$ cat src/rtl/pipelined_adder.sv
// Segmented ripple adder, one SEG-bit slice per stage, with a global valid/ready stall.
// Define PIPELINED_ADDER_SUB_EN to add the sub input (x + ~y + 1).
module pipelined_adder #(
    parameter int WIDTH = 16,
    parameter int SEG   = 4
) (
    input  logic             clk,
    input  logic             rst_n,
    input  logic             in_valid,
    output logic             in_ready,
    input  logic [WIDTH-1:0] x,
    input  logic [WIDTH-1:0] y,
    input  logic             c_in,
`ifdef PIPELINED_ADDER_SUB_EN
    input  logic             sub,
`endif
    output logic             out_valid,
    input  logic             out_ready,
    output logic [WIDTH-1:0] sum,
    output logic             c_out,
    output logic             ovf
);
    localparam int NSEG = WIDTH / SEG;

    logic             advance;
    logic [WIDTH-1:0] y_eff;
    logic             c_eff;

`ifdef PIPELINED_ADDER_SUB_EN
    assign y_eff = sub ? ~y : y;
    assign c_eff = sub | c_in;
`else
    assign y_eff = y;
    assign c_eff = c_in;
`endif

    logic [WIDTH-1:0] a_q [NSEG];
    logic [WIDTH-1:0] a_d [NSEG];
    logic [WIDTH-1:0] b_q [NSEG];
    logic [WIDTH-1:0] b_d [NSEG];
    logic [WIDTH-1:0] s_q [NSEG];
    logic [WIDTH-1:0] s_d [NSEG];
    logic [NSEG-1:0]  c_q;
    logic [NSEG-1:0]  c_d;
    logic [NSEG-1:0]  v_q;
    logic [NSEG-1:0]  v_d;

    assign advance   = !v_q[NSEG-1] || out_ready;
    assign in_ready  = advance;

    genvar k;
    for (k = 0; k < NSEG; k++) begin : g_stage
        logic [WIDTH-1:0] ai;
        logic [WIDTH-1:0] bi;
        logic [WIDTH-1:0] si;
        logic             ci;
        logic             vi;
        logic [SEG:0]     seg;

        if (k == 0) begin : g_first
            // Operands are zeroed for bubbles so idle inputs never reach the datapath.
            assign ai = in_valid ? x : '0;
            assign bi = in_valid ? y_eff : '0;
            assign si = '0;
            assign ci = in_valid & c_eff;
            assign vi = in_valid;
        end else begin : g_next
            assign ai = a_q[k-1];
            assign bi = b_q[k-1];
            assign si = s_q[k-1];
            assign ci = c_q[k-1];
            assign vi = v_q[k-1];
        end

        assign seg    = {1'b0, ai[k*SEG +: SEG]}
                      + {1'b0, bi[k*SEG +: SEG]}
                      + {{SEG{1'b0}}, ci};
        assign a_d[k] = ai;
        assign b_d[k] = bi;
        assign s_d[k] = si | (WIDTH'(seg[SEG-1:0]) << (k * SEG));
        assign c_d[k] = seg[SEG];
        assign v_d[k] = vi;
    end

    always_ff @(posedge clk or negedge rst_n) begin
        if (!rst_n) begin
            v_q <= '0;
            c_q <= '0;
            for (int i = 0; i < NSEG; i++) begin
                a_q[i] <= '0;
                b_q[i] <= '0;
                s_q[i] <= '0;
            end
        end else if (advance) begin
            v_q <= v_d;
            c_q <= c_d;
            for (int i = 0; i < NSEG; i++) begin
                a_q[i] <= a_d[i];
                b_q[i] <= b_d[i];
                s_q[i] <= s_d[i];
            end
        end
    end

    assign out_valid = v_q[NSEG-1];
    assign sum       = s_q[NSEG-1];
    assign c_out     = c_q[NSEG-1];
    // Carry into the MSB is recovered from the MSB operand and result bits.
    assign ovf       = a_q[NSEG-1][WIDTH-1] ^ b_q[NSEG-1][WIDTH-1]
                     ^ s_q[NSEG-1][WIDTH-1] ^ c_q[NSEG-1];

endmodule

$ cat config.mk
export PLATFORM = sky130hd
export DESIGN_NAME = pipelined_adder
export DESIGN_NICKNAME = d
export VERILOG_FILES = /design/src/rtl/pipelined_adder.sv
export SDC_FILE = /design/constraint.sdc
export NUM_CORES = 1
export LEC_CHECK = 0
export ABC_AREA = 1
export CORE_ASPECT_RATIO = 1.2
export CORE_UTILIZATION = 55
export CTS_CLUSTER_DIAMETER = 40
export DETAILED_ROUTE_END_ITERATION = 7
export GPL_ROUTABILITY_DRIVEN = 0
export PLACE_DENSITY = 0.91
export SLEW_MARGIN = 25
export SYNTH_ARGS = -nofsm -noshare
export SYNTH_HDL_FRONTEND = slang
export SYNTH_SLANG_ARGS = --single-unit
$ cat constraint.sdc
create_clock -name clk -period 2 [get_ports clk]
set_input_delay 0.3 -clock clk [delete_from_list [all_inputs] [get_ports clk]]
set_output_delay 0.3 -clock clk [all_outputs]
set_load 0.1 [all_outputs]
==> metrics.md, run 1 <==
| Metric | Value |
|---|---|
| Number of top-level design ports | 57 |
| Outcome | completed |
| Routed wirelength normalized by instance count | 13.22 um |
| Share of synthesized area spent on multiplexers | 0% |
| Synthesized area per cell | 9.105 um^2 |
| Worst setup EP type | register |
| Type of the most critical hold path | in -> async |
| Number of I/O port buffers | 56 |
| Hold Violations, Final | 0 |
| Antenna-violating nets left | 0 |
| Distinct cells, synth | 21 |
| Fraction of synthesized cell area in xor and xnor cells | 0.8083% |
| Part of the Yosys area used for sequential elements | 56.58% |
| Top library cells by usage in the layout, fill and taps aside | nand2_1 (162), dfrtp_1 (95), o21ai_0 (62) |
| Syn nets | 533 |
| Post-synthesis simple-gate area fraction | 18.53% |
| Pre-CTS WS | -0.2530 ns |
| Setup repair bufs after CTS | 0 |
| Number of storage elements in the synthesis netlist | 98 |
| Worst EP arrival | 2.15 ns |
| Count of antenna diodes in the layout | 0 |
| Period Utilization, post-route | 93.59% |
| Layout Cells excl Fill | 625 |
| Number of H-tree levels | 3 |
| DR iter-0 viols | 264 |
| Starting Density | 56.56% |
| Vias in the first global route | 3253 |
| Data required time at the worst endpoint | 2.28 ns |
| Relative slew margins | 71.08% |
| Total overflow reported by the global router | 0 |
| Period minus WS final | 1.872 ns |
| Cell Area, Synth | 4334 um^2 |
| Instance count after placement with tap cells included | 608 |
| Worst Path Max Fanout | 2 |
| Number of nets at the end of the flow | 585 |
| Achievable Freq | 534.3 MHz |
| Max rail drop VDD | 1.738 mV |
| Setup repair after global routing missed its margin | false |
| Clock Latency Late Sink | 0.36 ns |
| Launch instance of the worst register-to-register path | c_q[0] |
| Via count normalized by instance count | 5.234 |
| Leakage power | 0.002630 uW |
| Final setup skew | 0.009774 ns |
| Global-route wire length before repair | 14.61 mm |
| TritonCTS clock tree | built |
| Total routed wirelength | 8.263 mm |
| Sink count of the clock tree | 98 |
| Destination of the worst register-to-register timing path | c_q[1] |
| CTS Root Cell | clkbuf_8 |
| Overall global routing resource usage | 22.36% |
| Adder and majority cell fraction of the synthesized area | 7.159% |
| Number of cells traversed by the worst register-to-register path | 7 |
| Nature of the critical path startpoint | register |
| Final instance area | 5187 um^2 |
| Final setup viols | 0 |
| DIE AREA | 8241 um^2 |
| Detail Placement HPWL | 5.923 mm |
| Number of antenna violations at the first check in global routing | 0 |
| Fraction of layout instances using a drive strength above 1 | 10.32% |
| Max Root-Sink Buffers | 2 |
| Total negative slack | 0 ns |
| Area growth syn-to-layout | 19.69% |
| Most common cell after layout, fill and taps aside | nand2_1 |
| Placed standard-cell area | 4970 um^2 |
| Count of vias placed by the detailed router | 3271 |
| Compound-cell area share of the yosys netlist | 9.065% |
| Site row count | 35 |
| Die Wd | 83.04 um |
| Number of buffers created by CTS | 9 |
| Slew Limit Fails | 0 |
| DRC violation count after routing | 0 |
| Max-Cap Viols | 0 |
| Std-Cell Core Area | 7664 um^2 |
| Final worst setup slack | 0.1282 ns |
| Power per standard cell area | 1625 nW/um^2 |
| Reg-to-reg slack, setup | 0.13 ns |
| Y dimension of the die | 99.25 um |
| Kind of critical path | reg -> reg |
| Cell count after synthesis | 476 |
| Synthesis Warnings | 0 |
| Main combinational cell family by area after synthesis | simple AND/OR/NAND/NOR gates |
| Clock-pin transition on the worst setup and hold timing paths | 0.09 ns |
| 1st-pass router iterations | 4 |
| Worst-Margin Slew | 0.4307 ns |
| Largest net degree at the start of global routing | 48 |
-- critical path: stages (launching register included) --
cell and delay, ns:
dfrtp_1 0.34, inv_1 0.10, fa_1 0.43, fa_2 0.36
or2_2 0.31, nand2_1 0.06, nand2_1 0.05, a21oi_1 0.14
-- synth_stat cells (all sizes together) --
cell type | n | share of area (%)
inv | 50 | 4.3
nand2 | 162 | 14
o31ai | 1 | 0.17
nor2 | 10 | 1.0
xor2 | 2 | 0.40
a21oi | 7 | 0.81
buf | 21 | 3.2
or2 | 2 | 0.29
ha | 12 | 3.5
nand3b | 1 | 0.17
fa | 8 | 3.7
dfrtp | 98 | 57
clkbuf | 4 | 0.35
o21ai | 70 | 8.1
xnor2 | 2 | 0.40
nand3 | 26 | 3.0
-- worst max-delay path by stage --
stage,startpoint,endpoint,slack (ns),cells past startpoint
detailed placement,in_valid,c_q[0],-0.25,9
CTS,g_stage[1].ai[4],c_q[1],0.08,7
finish,c_q[0],c_q[1],0.13,7
global placement,in_valid,c_q[0],-0.18,9
global route,g_stage[1].ai[4],c_q[1],0.04,7
floorplan,in_valid,g_stage[1].si[2],0.12,7
-- area by class of cell --
type / count / area (um^2)
repair buffers: 66 / 663.1
fillers: 598 / 2476
clock inverters: 6 / 65.06
clock buffers: 10 / 137.6
inverters: 50 / 187.7
multi-input cells: 303 / 1563
flip-flops and latches: 98 / 2456
well taps: 92 / 115.1
-- kinds of logic (layout without fill, tap and decap cells) --
kind of cell,count (synthesis),count (layout)
flops,98,98
xor+xnor,4,4
buf+inv,75,132
simple gates,201,201
compound gates,78,78
fa+ha+maj,20,20
-- per-stage QoR --
step / hold slack (ns) / util, % / total power, uW
after global placement: 0.2459 / 64.85 / 7007
after floorplan: 0.004409 / - / 6107
after global routing: 0.4091 / 67.69 / 8964
after detailed placement: 0.2496 / 64.85 / 7175
after CTS: 0.3985 / 67.62 / 8473
final: 0.3909 / 67.69 / 8428
-- report_power, final --
| group | switching [uW] | leakage, uW | internal (uW) | total, uW |
|---|---|---|---|---|
| clock | 682 | 0.000103 | 615 | 1300 |
| combinational | 2840 | 0.00128 | 1190 | 4030 |
| sequential | 393 | 0.00125 | 2710 | 3100 |
-- routing by layer --
metal | up-vias | part of all wire (%) | global-route usage (%) | wire [um]
met4 | 0 | 2.5 | 11.01 | 206
met2 | 94 | 51 | 36.38 | 4184
met3 | 19 | 3.8 | 3.568 | 311
met5 | - | 0 | 0 | 0
li1 | 1596 | - | - | -
met1 | 1562 | 43 | 29.55 | 3560
-- registers in the layout, summed over array words and instances (netlist names) --
register,count
v_q,4
b_q,1
a_q,1
c_q,4
g_stage.bi,24
sum,16
g_stage.ai,24
g_stage.si,24
-- what timing repair did --
action / CTS / global route
hold buffers: 1 / 0
setup endpoints to repair: 0 / 2
hold endpoints to repair: 27 / 0
resized for setup: 0 / 2
Note: power is estimated with default switching activity, not from simulation.
==> inputs of run 2 (changes only) <==
CORE_ASPECT_RATIO = default   (was 1.2)
PLACE_DENSITY = 0.8   (was 0.91)
RECOVER_POWER = 100   (was default)
==> run 2 against run 1 <==
Die area about the same; non-clock buffer count did not move; sequential share of layout area grew 0.97 points.
==> metrics.md, run 2 (synthesis results as in run 1) <==
| Metric | Value |
|---|---|
| Clock-pin transition on the worst setup and hold timing paths | 0.09 ns |
| DRC violation count after routing | 0 |
| Fill count | 645 |
| Instance count after placement with tap cells included | 618 |
| Max Root-Sink Buffers | 2 |
| Worst EP arrival | 1.61 ns |
| Nature of the critical path startpoint | register |
| Number of I/O port buffers | 56 |
| Relative slew margins | 47.30% |
| Achievable Freq | 522.4 MHz |
| Period minus WS final | 1.914 ns |
| Detail Placement HPWL | 5.564 mm |
| Outcome | completed |
| Pre-CTS WS | -0.2451 ns |
| Power per standard cell area | 1622 nW/um^2 |
| Number of buffers created by CTS | 9 |
| Largest net degree at the start of global routing | 73 |
| Total overflow reported by the global router | 0 |
| Critical-path cell list | xnor2_1 > xnor2_4 > buf_4 |
| Final worst setup slack | 0.08591 ns |
| Sink count of the clock tree | 98 |
| Kind of critical path | reg -> out |
| Type of the most critical hold path | reg -> reg |
| Total Power | 8248 uW |
| Number of top-level design ports | 57 |
| Layout Cells excl Fill | 635 |
| DR iter-0 viols | 166 |
| Data required time at the worst endpoint | 1.70 ns |
| Die Wd | 90.77 um |
| Worst setup EP type | primary output |
| Area growth syn-to-layout | 17.29% |
| Count of antenna diodes in the layout | 0 |
| Count of vias placed by the detailed router | 3222 |
| Worst Path Max Fanout | 2 |
| Std-Cell Core Area | 7687 um^2 |
| Global-route wire length before repair | 14.40 mm |
| Overall global routing resource usage | 22.18% |
| Max rail drop VDD | 0.7735 mV |
| Max-Cap Viols | 0 |
| Starting Density | 56.38% |
| Worst-Margin Slew | 0.7906 ns |
| Y dimension of the die | 90.77 um |
| Area of the multi-input gates | 1553 um^2 |
| Number of H-tree levels | 3 |
| DIE AREA | 8239 um^2 |
| Antenna-violating nets left | 0 |
| Slew Limit Fails | 0 |
| 1st-pass router iterations | 4 |
| Clock Latency Late Sink | 0.37 ns |
| Post-route met1 wirelength | 3.711 mm |
| Top library cells by usage in the layout, fill and taps aside | nand2_1 (162), dfrtp_1 (95), o21ai_0 (69) |
| DR WL met2 | 4.180 mm |
| Leakage power | 0.002592 uW |
| Crit-path max cell delay | 0.40 ns |
| Final setup viols | 0 |
| CTS Root Cell | clkbuf_8 |
| Uppermost signal routing layer after detailed routing | met4 |
| Total routed wirelength | 8.281 mm |
| Fraction of layout instances using a drive strength above 1 | 9.381% |
| Period Utilization, post-route | 95.70% |
| Via count normalized by instance count | 5.074 |
| Sequential Area | 2456 um^2 |
| Final setup skew | 0.01623 ns |
| Vias in the first global route | 3165 |
| Most common cell after layout, fill and taps aside | nand2_1 |
| Slowest stage cell, crit path | dfrtp_1 |
| Setup repair after global routing missed its margin | false |
| Routed wirelength normalized by instance count | 13.04 um |
| Site row count | 32 |
| Number of antenna violations at the first check in global routing | 0 |
| Met3 routed WL | 301 um |
| Setup repair bufs after CTS | 0 |
| Number of nets at the end of the flow | 585 |
| TritonCTS clock tree | built |
| Hold Violations, Final | 0 |
## run 2: cell types whose count changed in the layout (fill, tap and decap cells not counted), sizes merged
| cell | delta |
|---|---|
| clkbuf | +25 |
| clkinvlp | -1 |
| inv | +2 |
| bufinv | +1 |
| clkinv | -1 |
| buf | -26 |
## run 2: path summary, 6_finish.rpt
path | slack, ns | endpoint | startpoint | cells past startpoint
setup reg to reg | 0.12 | c_q[1] | g_stage[1].ai[4] | 7
hold reg to reg | 0.48 | g_stage[2].si[0] | g_stage[1].si[0] | 2
setup / recovery | 0.09 | ovf | b_q[15] | 3
hold / removal | 0.48 | g_stage[2].si[0] | g_stage[1].si[0] | 2
min in group asynchronous | 0.53 | sum[4] | rst_n | 2
max in group asynchronous | 0.30 | g_stage[1].si[0] | rst_n | 3
## run 2: area by class of cell
class | count | area share [%]
Clock buffer | 9 | 2.437
Clock inverter | 7 | 2.092
Inverter | 50 | 3.692
Multi-Input combinational cell | 303 | 30.54
Sequential cell | 98 | 48.31
Tap cell | 102 | 2.510
Timing Repair Buffer | 66 | 10.41
## run 2: timing repair
item,CTS,global route
resized for setup,0,2
setup endpoints to repair,0,2
hold endpoints to repair,31,0
hold buffers,1,0
## run 2: power breakdown
part | leakage (uW) | internal (uW) | switching (uW)
clock network | 0.000116 | 726 | 718
registers | 0.00125 | 2710 | 389
logic | 0.00123 | 902 | 2810
## run 2: stage by stage
| stage | utilization [%] | hold slack [ns] | TNS (ns) | instance area, um^2 |
|---|---|---|---|---|
| 6_report | 66.13 | 0.4756 | 0 | 5084 |
| 5_1_grt | 66.13 | 0.5017 | 0 | 5084 |
| 4_1_cts | 67.77 | 0.4117 | 0 | 5210 |
| 3_5_place_dp | 64.65 | 0.2700 | -0.7716 | 4970 |
| 3_3_place_gp | 64.65 | 0.2678 | -0.4819 | 4970 |
| 2_1_floorplan | - | 0.004409 | 0 | 4357 |
## run 2: metal layers
| layer | global-route usage, % | vias up |
|---|---|---|
| li1 | - | 1593 |
| met1 | 30.07 | 1539 |
| met2 | 36.74 | 80 |
| met3 | 3.114 | 10 |
| met4 | 8.069 | 0 |
| met5 | 0 | - |
## run 2: worst max-delay path, delay by kind of cell (launching register included)
kind | cells | cell delay, ns
flops | 1 | 0.40
buf+inv | 1 | 0.31
xor+xnor | 2 | 0.55
